[src/rtl/mem_arb_pkg.sv]
// mem_arb_pkg: shared state/owner types and byte-to-word address helper
// for mem_port_arbiter.
package mem_arb_pkg;
   typedef enum logic [1:0] {IDLE, ISSUE, WAIT, RESP} arb_state_t;
   typedef enum logic {OWN_I, OWN_D} arb_owner_t;
   function automatic logic [29:0] word_addr(input logic [31:0] byte_addr);
      return byte_addr[31:2];
   endfunction
endpackage

[src/rtl/mem_arb_grant.sv]
// mem_arb_grant: combinational grant between fetch (I) and data (D) requesters.
// MEM_ARB_RR_EN selects round robin; otherwise D has fixed priority.
module mem_arb_grant
   import mem_arb_pkg::*;
(
   input  logic       i_valid,
   input  logic       d_valid,
   input  arb_owner_t last,
   output logic       gnt_i,
   output logic       gnt_d
);
`ifdef MEM_ARB_RR_EN
   assign gnt_d = d_valid && (!i_valid || last == OWN_I);
`else
   logic unused_last;
   assign unused_last = last == OWN_D;
   assign gnt_d = d_valid;
`endif
   assign gnt_i = i_valid && !gnt_d;
endmodule

[src/rtl/mem_port_arbiter.sv]
// mem_port_arbiter: shares one synchronous-read memory between fetch and
// load/store ports, one transaction in flight. Optional macro: MEM_ARB_RR_EN.
module mem_port_arbiter
   import mem_arb_pkg::*;
#(
   parameter int DATA_W  = 32,
   parameter int MEM_AW  = 6,
   parameter int MEM_LAT = 1
) (
   input  logic              clk,
   input  logic              rst,
   input  logic              i_req_valid,
   output logic              i_req_ready,
   input  logic [31:0]       i_req_addr,
   output logic              i_rsp_valid,
   output logic [DATA_W-1:0] i_rsp_data,
   input  logic              d_req_valid,
   output logic              d_req_ready,
   input  logic              d_req_we,
   input  logic [31:0]       d_req_addr,
   input  logic [DATA_W-1:0] d_req_wdata,
   output logic              d_rsp_valid,
   output logic [DATA_W-1:0] d_rsp_data,
   output logic [MEM_AW-1:0] mem_addr,
   output logic              mem_we,
   output logic [DATA_W-1:0] mem_wdata,
   input  logic [DATA_W-1:0] mem_rdata,
   output logic              busy
);
   localparam int CW = $clog2(MEM_LAT + 1);
   arb_state_t        state;
   arb_owner_t        owner, last;
   logic              we;
   logic [CW-1:0]     cnt;
   logic [DATA_W-1:0] rsp_data;
   logic              gnt_i, gnt_d;
   mem_arb_grant u_grant (
      .i_valid (i_req_valid),
      .d_valid (d_req_valid),
      .last    (last),
      .gnt_i   (gnt_i),
      .gnt_d   (gnt_d)
   );
   assign i_req_ready = !rst && state == IDLE && gnt_i;
   assign d_req_ready = !rst && state == IDLE && gnt_d;
   assign busy        = state != IDLE;
   assign i_rsp_data  = rsp_data;
   assign d_rsp_data  = rsp_data;
   // mem_addr/mem_wdata are loaded on accept so they hold through ISSUE/WAIT and after
   always_ff @(posedge clk or posedge rst) begin
      if (rst) begin
         state       <= IDLE;
         owner       <= OWN_I;
         last        <= OWN_I;
         we          <= 1'b0;
         cnt         <= '0;
         rsp_data    <= '0;
         mem_addr    <= '0;
         mem_we      <= 1'b0;
         mem_wdata   <= '0;
         i_rsp_valid <= 1'b0;
         d_rsp_valid <= 1'b0;
      end else begin
         mem_we      <= 1'b0;
         i_rsp_valid <= 1'b0;
         d_rsp_valid <= 1'b0;
         case (state)
            IDLE: if (i_req_ready || d_req_ready) begin
               state    <= ISSUE;
               owner    <= gnt_d ? OWN_D : OWN_I;
               last     <= gnt_d ? OWN_D : OWN_I;
               we       <= gnt_d && d_req_we;
               mem_we   <= gnt_d && d_req_we;
               mem_addr <= MEM_AW'(word_addr(gnt_d ? d_req_addr : i_req_addr));
               if (gnt_d && d_req_we) mem_wdata <= d_req_wdata;
            end
            ISSUE: begin
               state <= WAIT;
               cnt   <= CW'(MEM_LAT - 1);
            end
            WAIT: if (cnt == '0) begin
               state       <= RESP;
               rsp_data    <= (owner == OWN_D && we) ? '0 : mem_rdata;
               i_rsp_valid <= owner == OWN_I;
               d_rsp_valid <= owner == OWN_D;
            end else begin
               cnt <= cnt - 1'b1;
            end
            default: state <= IDLE;
         endcase
      end
   end
endmodule

[config.mk]
export PLATFORM = sky130hd
export DESIGN_NAME = mem_port_arbiter
export DESIGN_NICKNAME = d
export VERILOG_FILES = /design/src/rtl/mem_arb_pkg.sv /design/src/rtl/mem_arb_grant.sv /design/src/rtl/mem_port_arbiter.sv
export SDC_FILE = /design/constraint.sdc
export NUM_CORES = 1
export LEC_CHECK = 0
export ABC_AREA = 1
export CORE_AREA = 2 2 116 90
export DETAILED_ROUTE_END_ITERATION = 10
export DIE_AREA = 0 0 118 92
export PLACE_DENSITY = 0.9
export REMOVE_ABC_BUFFERS = 1
export SLEW_MARGIN = 20
export SYNTH_ARGS = -nofsm -noshare
export SYNTH_HDL_FRONTEND = slang
export SYNTH_SLANG_ARGS = --single-unit
[constraint.sdc]
create_clock -name clk -period 2.76 [get_ports clk]
set_clock_uncertainty 0.1 [all_clocks]
set_input_delay 0.414 -clock clk [delete_from_list [all_inputs] [get_ports clk]]
set_output_delay 0.414 -clock clk [all_outputs]
set_load 0.05 [all_outputs]
==> results of run 1 <==
## critical path, stage by stage (launching register included)
cell             delay (ns)
dfrtp_1                0.35
inv_1                  0.07
ha_1                   0.24
inv_2                  0.11
clkdlybuf4s50_1        0.81
## per-layer routing
layer	track usage	wire length, µm	vias to the layer above
met4	0.0472	102	0
met1	0.194	3790	1432
met3	0.0734	837	11
li1	-	-	1465
met5	0	0	-
met2	0.296	4490	135
## synth_stat cells
| cell type | number |
|---|---|
| nand2_1 | 209 |
| dfrtp_1 | 77 |
| nand3_1 | 35 |
| buf_4 | 32 |
| inv_1 | 10 |
| clkbuf_1 | 7 |
| buf_2 | 6 |
| buf_6 | 3 |
| buf_1 | 2 |
| ha_1 | 2 |
| clkinv_1 | 1 |
| clkinv_2 | 1 |
| inv_2 | 1 |
| nand3_4 | 1 |
| nor2_1 | 1 |
| nor2_4 | 1 |
| o21ai_0 | 1 |
## layout make-up
type                    instances  area share
well taps                     136      0.0311
inverters                      13     0.00936
repair buffers                194       0.355
clock inverters                 4      0.0219
flip-flops and latches         77       0.352
clock buffers                  11      0.0443
multi-input cells             250       0.187
## placed cells by master (no fill, tap or decap), types with 2 or more instances in the layout
master and n:
ha_1 2, clkbuf_16 9, dfrtp_1 77, clkdlybuf4s50_1 186, clkinv_2 2, nand3_1 35, inv_1 9, bufinv_16 4
nand2_1 209, buf_12 2, buf_4 6
## path summary, 6_finish.rpt
kind / from / to / depth (start not counted)
worst max-delay path: state[0] / busy / 4
worst min-delay path: mem_wdata[27] / mem_wdata[27] / 2
worst max register to register: state[0] / d_rsp_data[12] / 5
worst min register to register: mem_wdata[27] / mem_wdata[27] / 2
max in group asynchronous: rst / mem_wdata[5] / 3
min in group asynchronous: rst / owner / 3
## state kept, by name (all words and copies together) (netlist names)
signal,count
d_rsp_data,32
d_rsp_valid,1
i_rsp_valid,1
mem_addr,6
mem_wdata,32
mem_we,1
owner,1
state,2
we,1
## kinds of logic (layout without fill, tap and decap cells)
logic type | count (synthesis) | count (layout) | share of synthesized area
AND/OR/NAND/NOR | 247 | 247 | 0.297
flip-flops | 77 | 77 | 0.577
buffers and inverters | 63 | 222 | 0.116
adder cells (fa/ha/maj) | 2 | 2 | 0.00750
AO/OA/AOI/OAI | 1 | 1 | 0.00150
## power by group
| part | total (W) | internal [W] | switching, W | leakage (nW) |
|---|---|---|---|---|
| logic | 0.00527 | 0.00164 | 0.00363 | 1.54 |
| clock network | 0.00142 | 0.000995 | 0.000428 | 0.176 |
| registers | 0.00205 | 0.00168 | 0.000375 | 0.965 |
| total | 0.00874 | 0.00431 | 0.00443 | 2.68 |
## stage by stage
stage | hold WS (ns) | setup WS (ns) | util
final | 0.374 | 0.347 | 0.554
after floorplan | 0.342 | 0.279 | -
after global routing | 0.399 | 0.265 | 0.554
after global placement | 0.359 | 0.425 | 0.517
after CTS | 0.380 | 0.322 | 0.554
after detailed placement | 0.365 | 0.330 | 0.517
==> results.json, run 1 <==
{
  "clk_pin_slew_ns": 0.05,
  "place_area_mm2": 0.00512,
  "slew_headroom": 0.358,
  "powerDensity_mw_per_mm2": 1590,
  "synth_cell_type_count": 17,
  "io_pins": 241,
  "dieArea_mm2": 0.0109,
  "multi_input_area_mm2": 0.00102,
  "grt_pass1_vias": 3019,
  "maxCapViolCount": 0,
  "grt_use_total": 0.171,
  "yosysWarningCount": 0,
  "grt_pass1_wl_mm": 14.6,
  "critPathMaxFanout": 4,
  "yosysTopAreaCell": "dfrtp_1",
  "hold_path.class": "reg -> reg",
  "rows": 32,
  "dieHeight_um": 92,
  "ant_nets": 0,
  "end_kind": "output port",
  "route.vias.total": 3043,
  "clockBufferDepth": 2,
  "rsz0062_at_grt": "false",
  "drtIter0Drc": 122,
  "post-cts-setup-buffers": 0,
  "synth_top_area_share": 0.577,
  "drt_wl_total_mm": 9.21,
  "remaining_drc_errors": 0,
  "h-tree-depth": 3,
  "total_power_w": 0.00874,
  "outcome": "finished clean",
  "dp.cells": 670,
  "cts_tree": "yes",
  "cts_buffers": 9,
  "totalNegativeSetupSlack_ns": 0,
  "seq_area_frac_synth": 0.577,
  "final_cells": 685,
  "slew_viol_final": 0,
  "finalSetupViolations": 0,
  "start_util": 0.337,
  "period_share": 0.874,
  "reg2reg_slack_ns": 0.78,
  "final_hold_viol_count": 0,
  "post_drt_wl_per_cell_um": 13.4,
  "max_freq_mhz": 414,
  "cts_root_buffer": "clkbuf_16",
  "core_mm2": 0.00989,
  "fin_nets": 680,
  "vdd_drop_max_mv": 0.907,
  "area_growth_pct": 64.2,
  "critPathKind": "reg -> out",
  "vias_per_cell": 4.44,
  "ff_latch_area_mm2": 0.00193,
  "fin_crit_ns": 2.41,
  "syn_area_mm2": 0.00334,
  "place_hpwl_mm": 6.88,
  "cp-start-kind": "register",
  "portBuffers": 188,
  "antenna_found_initial": 0,
  "first_pass_iters": 4,
  "cts_resized": 0,
  "synth_seq_cells": 77,
  "antenna_cells": 0,
  "fill_cells": 876,
  "overflow": 0,
  "cp.arrival_ns": 1.90,
  "crit_required_ns": 2.25,
  "syn-instance-count": 390,
  "cts_hold_buf": 0,
  "syn_avg_cell_area_um2": 8.56,
  "cts.sinks": 77,
  "gp_congestion": 0.773,
  "p_leak_nw": 2.68,
  "clk_latency_ns": 0.32,
  "grt_max_degree": 46,
  "synth_area_leaders": "dfrtp_1 58%, nand2_1 24%, buf_4 7.2%",
  "final_area_mm2": 0.00548,
  "final_layout_size_suffix_gt1_frac": 0.0492,
  "worst_pin_slew_ns": 0.957,
  "die_w_um": 118
}
(Power assumes the default switching activity.)
==> inputs of run 2 (changes only) <==
- CORE_AREA: 2 2 116 90 -> 2 2 115 89
- CTS_BUF_LIST: default -> sky130_fd_sc_hd__clkbuf_4 sky130_fd_sc_hd__clkbuf_8
- DIE_AREA: 0 0 118 92 -> 0 0 117 91
- PLACE_DENSITY: 0.9 -> 0.92
==> results.json, run 2 (same netlist as run 1, synthesis figures left out) <==
{
  "outcome": "finished clean",
  "p_clk_frac": 0.134,
  "first_pass_iters": 4,
  "gp_congestion": 0.774,
  "fin_crit_ns": 2.43,
  "total_power_w": 0.00844,
  "reg2reg_slack_ns": 0.84,
  "slew_viol_final": 0,
  "cp-start-kind": "register",
  "cts_hold_buf": 0,
  "cts_tree": "yes",
  "final_cell_mix": "209 x nand2_1, 186 x clkdlybuf4s50_1, 77 x dfrtp_1",
  "critPathKind": "reg -> out",
  "critPathMaxFanout": 4,
  "p_leak_nw": 2.63,
  "p_sw_w": 0.00441,
  "grt_max_degree": 36,
  "die_w_um": 117,
  "totalNegativeSetupSlack_ns": 0,
  "dieHeight_um": 91,
  "portBuffers": 188,
  "powerDensity_mw_per_mm2": 1570,
  "antenna_cells": 0,
  "p_seq_frac": 0.243,
  "grt_use_total": 0.175,
  "holdPathStages": 2,
  "slew_headroom": 0.383,
  "final_hold_viol_count": 0,
  "dieArea_mm2": 0.0106,
  "pwr-share-comb": 0.624,
  "post_drt_wl_per_cell_um": 13.6,
  "crit_required_ns": 2.25,
  "cts_resized": 0,
  "drt_wl_total_mm": 9.25,
  "preCtsSetupSlack_ns": 0.559,
  "vdd_drop_max_mv": 0.775,
  "clockBufferDepth": 2,
  "cp.arrival_ns": 1.92,
  "clk_pin_slew_ns": 0.08,
  "p_int_w": 0.00403,
  "io_pins": 241,
  "worst_pin_slew_ns": 0.920,
  "maxCapViolCount": 0,
  "grt_pass1_vias": 3069,
  "period_share": 0.881,
  "route.vias.total": 3072,
  "remaining_drc_errors": 0,
  "area_growth_pct": 61.2,
  "hold_slack_ns": 0.380,
  "rows": 31,
  "final_layout_size_suffix_gt1_frac": 0.0510,
  "reg2regPathDepth": 5,
  "cts_buffers": 9,
  "r2r_end": "d_rsp_data[31]",
  "p_sw_frac": 0.522,
  "setup_ws_ns": 0.328,
  "place_hpwl_mm": 6.83,
  "final_area_mm2": 0.00538,
  "worstHoldEndpoint": "mem_wdata[4]",
  "fin_nets": 680,
  "drtIter0Drc": 247,
  "min_from": "mem_wdata[4]",
  "grt_pass1_wl_mm": 14.6,
  "rsz0062_at_grt": "false",
  "fill_cells": 817,
  "clk_latency_ns": 0.33,
  "finalSetupViolations": 0,
  "core_mm2": 0.00950,
  "place_area_mm2": 0.00511,
  "final_common_cell": "nand2_1",
  "max_freq_mhz": 411,
  "post-cts-setup-buffers": 0,
  "ant_nets": 0,
  "overflow": 0,
  "end_kind": "output port",
  "h-tree-depth": 3,
  "cts_root_buffer": "clkbuf_8",
  "timing.rr.start": "state[0]",
  "start_util": 0.351,
  "cts.sinks": 77,
  "hold_path.class": "reg -> reg",
  "antenna_found_initial": 0,
  "vias_per_cell": 4.51
}
run 2: worst max path at each step:
stage	cells after the start	slack [ns]	start	endpoint
after floorplan	1	0.28	rst	d_rsp_data[0]
after global placement	5	0.62	d_req_valid	i_req_ready
after detailed placement	5	0.56	d_req_valid	i_req_ready
after CTS	4	0.30	state[0]	busy
after global routing	4	0.23	state[0]	busy
final	4	0.33	state[0]	busy
run 2: final cells by class:
class	count	area, µm²	area share
Sequential cell	77	1930	0.358
Clock buffer	11	145	0.0270
Timing Repair Buffer	194	1950	0.362
Tap cell	132	165	0.0307
Clock inverter	4	120	0.0223
Multi-Input combinational cell	250	1020	0.190
Inverter	13	51.3	0.00954
run 2: per-layer routing:
metal / wire length [µm] / GRT usage
met2: 4430 / 0.298
met4: 117 / 0.0480
met3: 895 / 0.0594
met5: 0 / 0
met1: 3810 / 0.211
run 2: power by group through the flow:
| stage | clock network [W] | registers (W) | logic (W) |
|---|---|---|---|
| 6_report | 0.00113 | 0.00205 | 0.00526 |
| 5_1_grt | 0.00121 | 0.00212 | 0.00554 |
| 3_5_place_dp | 0 | 0.00206 | 0.00530 |
| 2_1_floorplan | 0 | 0.00454 | 0.000838 |
| 3_3_place_gp | 0 | 0.00203 | 0.00520 |
| 4_1_cts | 0.00116 | 0.00205 | 0.00531 |
run 2: worst max-delay path: stages, from the launching register on:
cell and delay (ns):
dfrtp_1 0.35, inv_1 0.07, ha_1 0.25, inv_2 0.11, clkdlybuf4s50_1 0.81
run 2: metrics by stage:
step / util / instances
6_report: 0.566 / 681
5_1_grt: 0.566 / 681
4_1_cts: 0.566 / 681
3_5_place_dp: 0.538 / 666
3_3_place_gp: 0.538 / 666
2_1_floorplan: - / 340
==> inputs of run 3 (changes only) <==
- CAP_MARGIN: default -> 20
- CTS_CLUSTER_DIAMETER: default -> 50
==> results of run 3 <==
The final DEF is identical to that of run 2; final timing and power are the same.
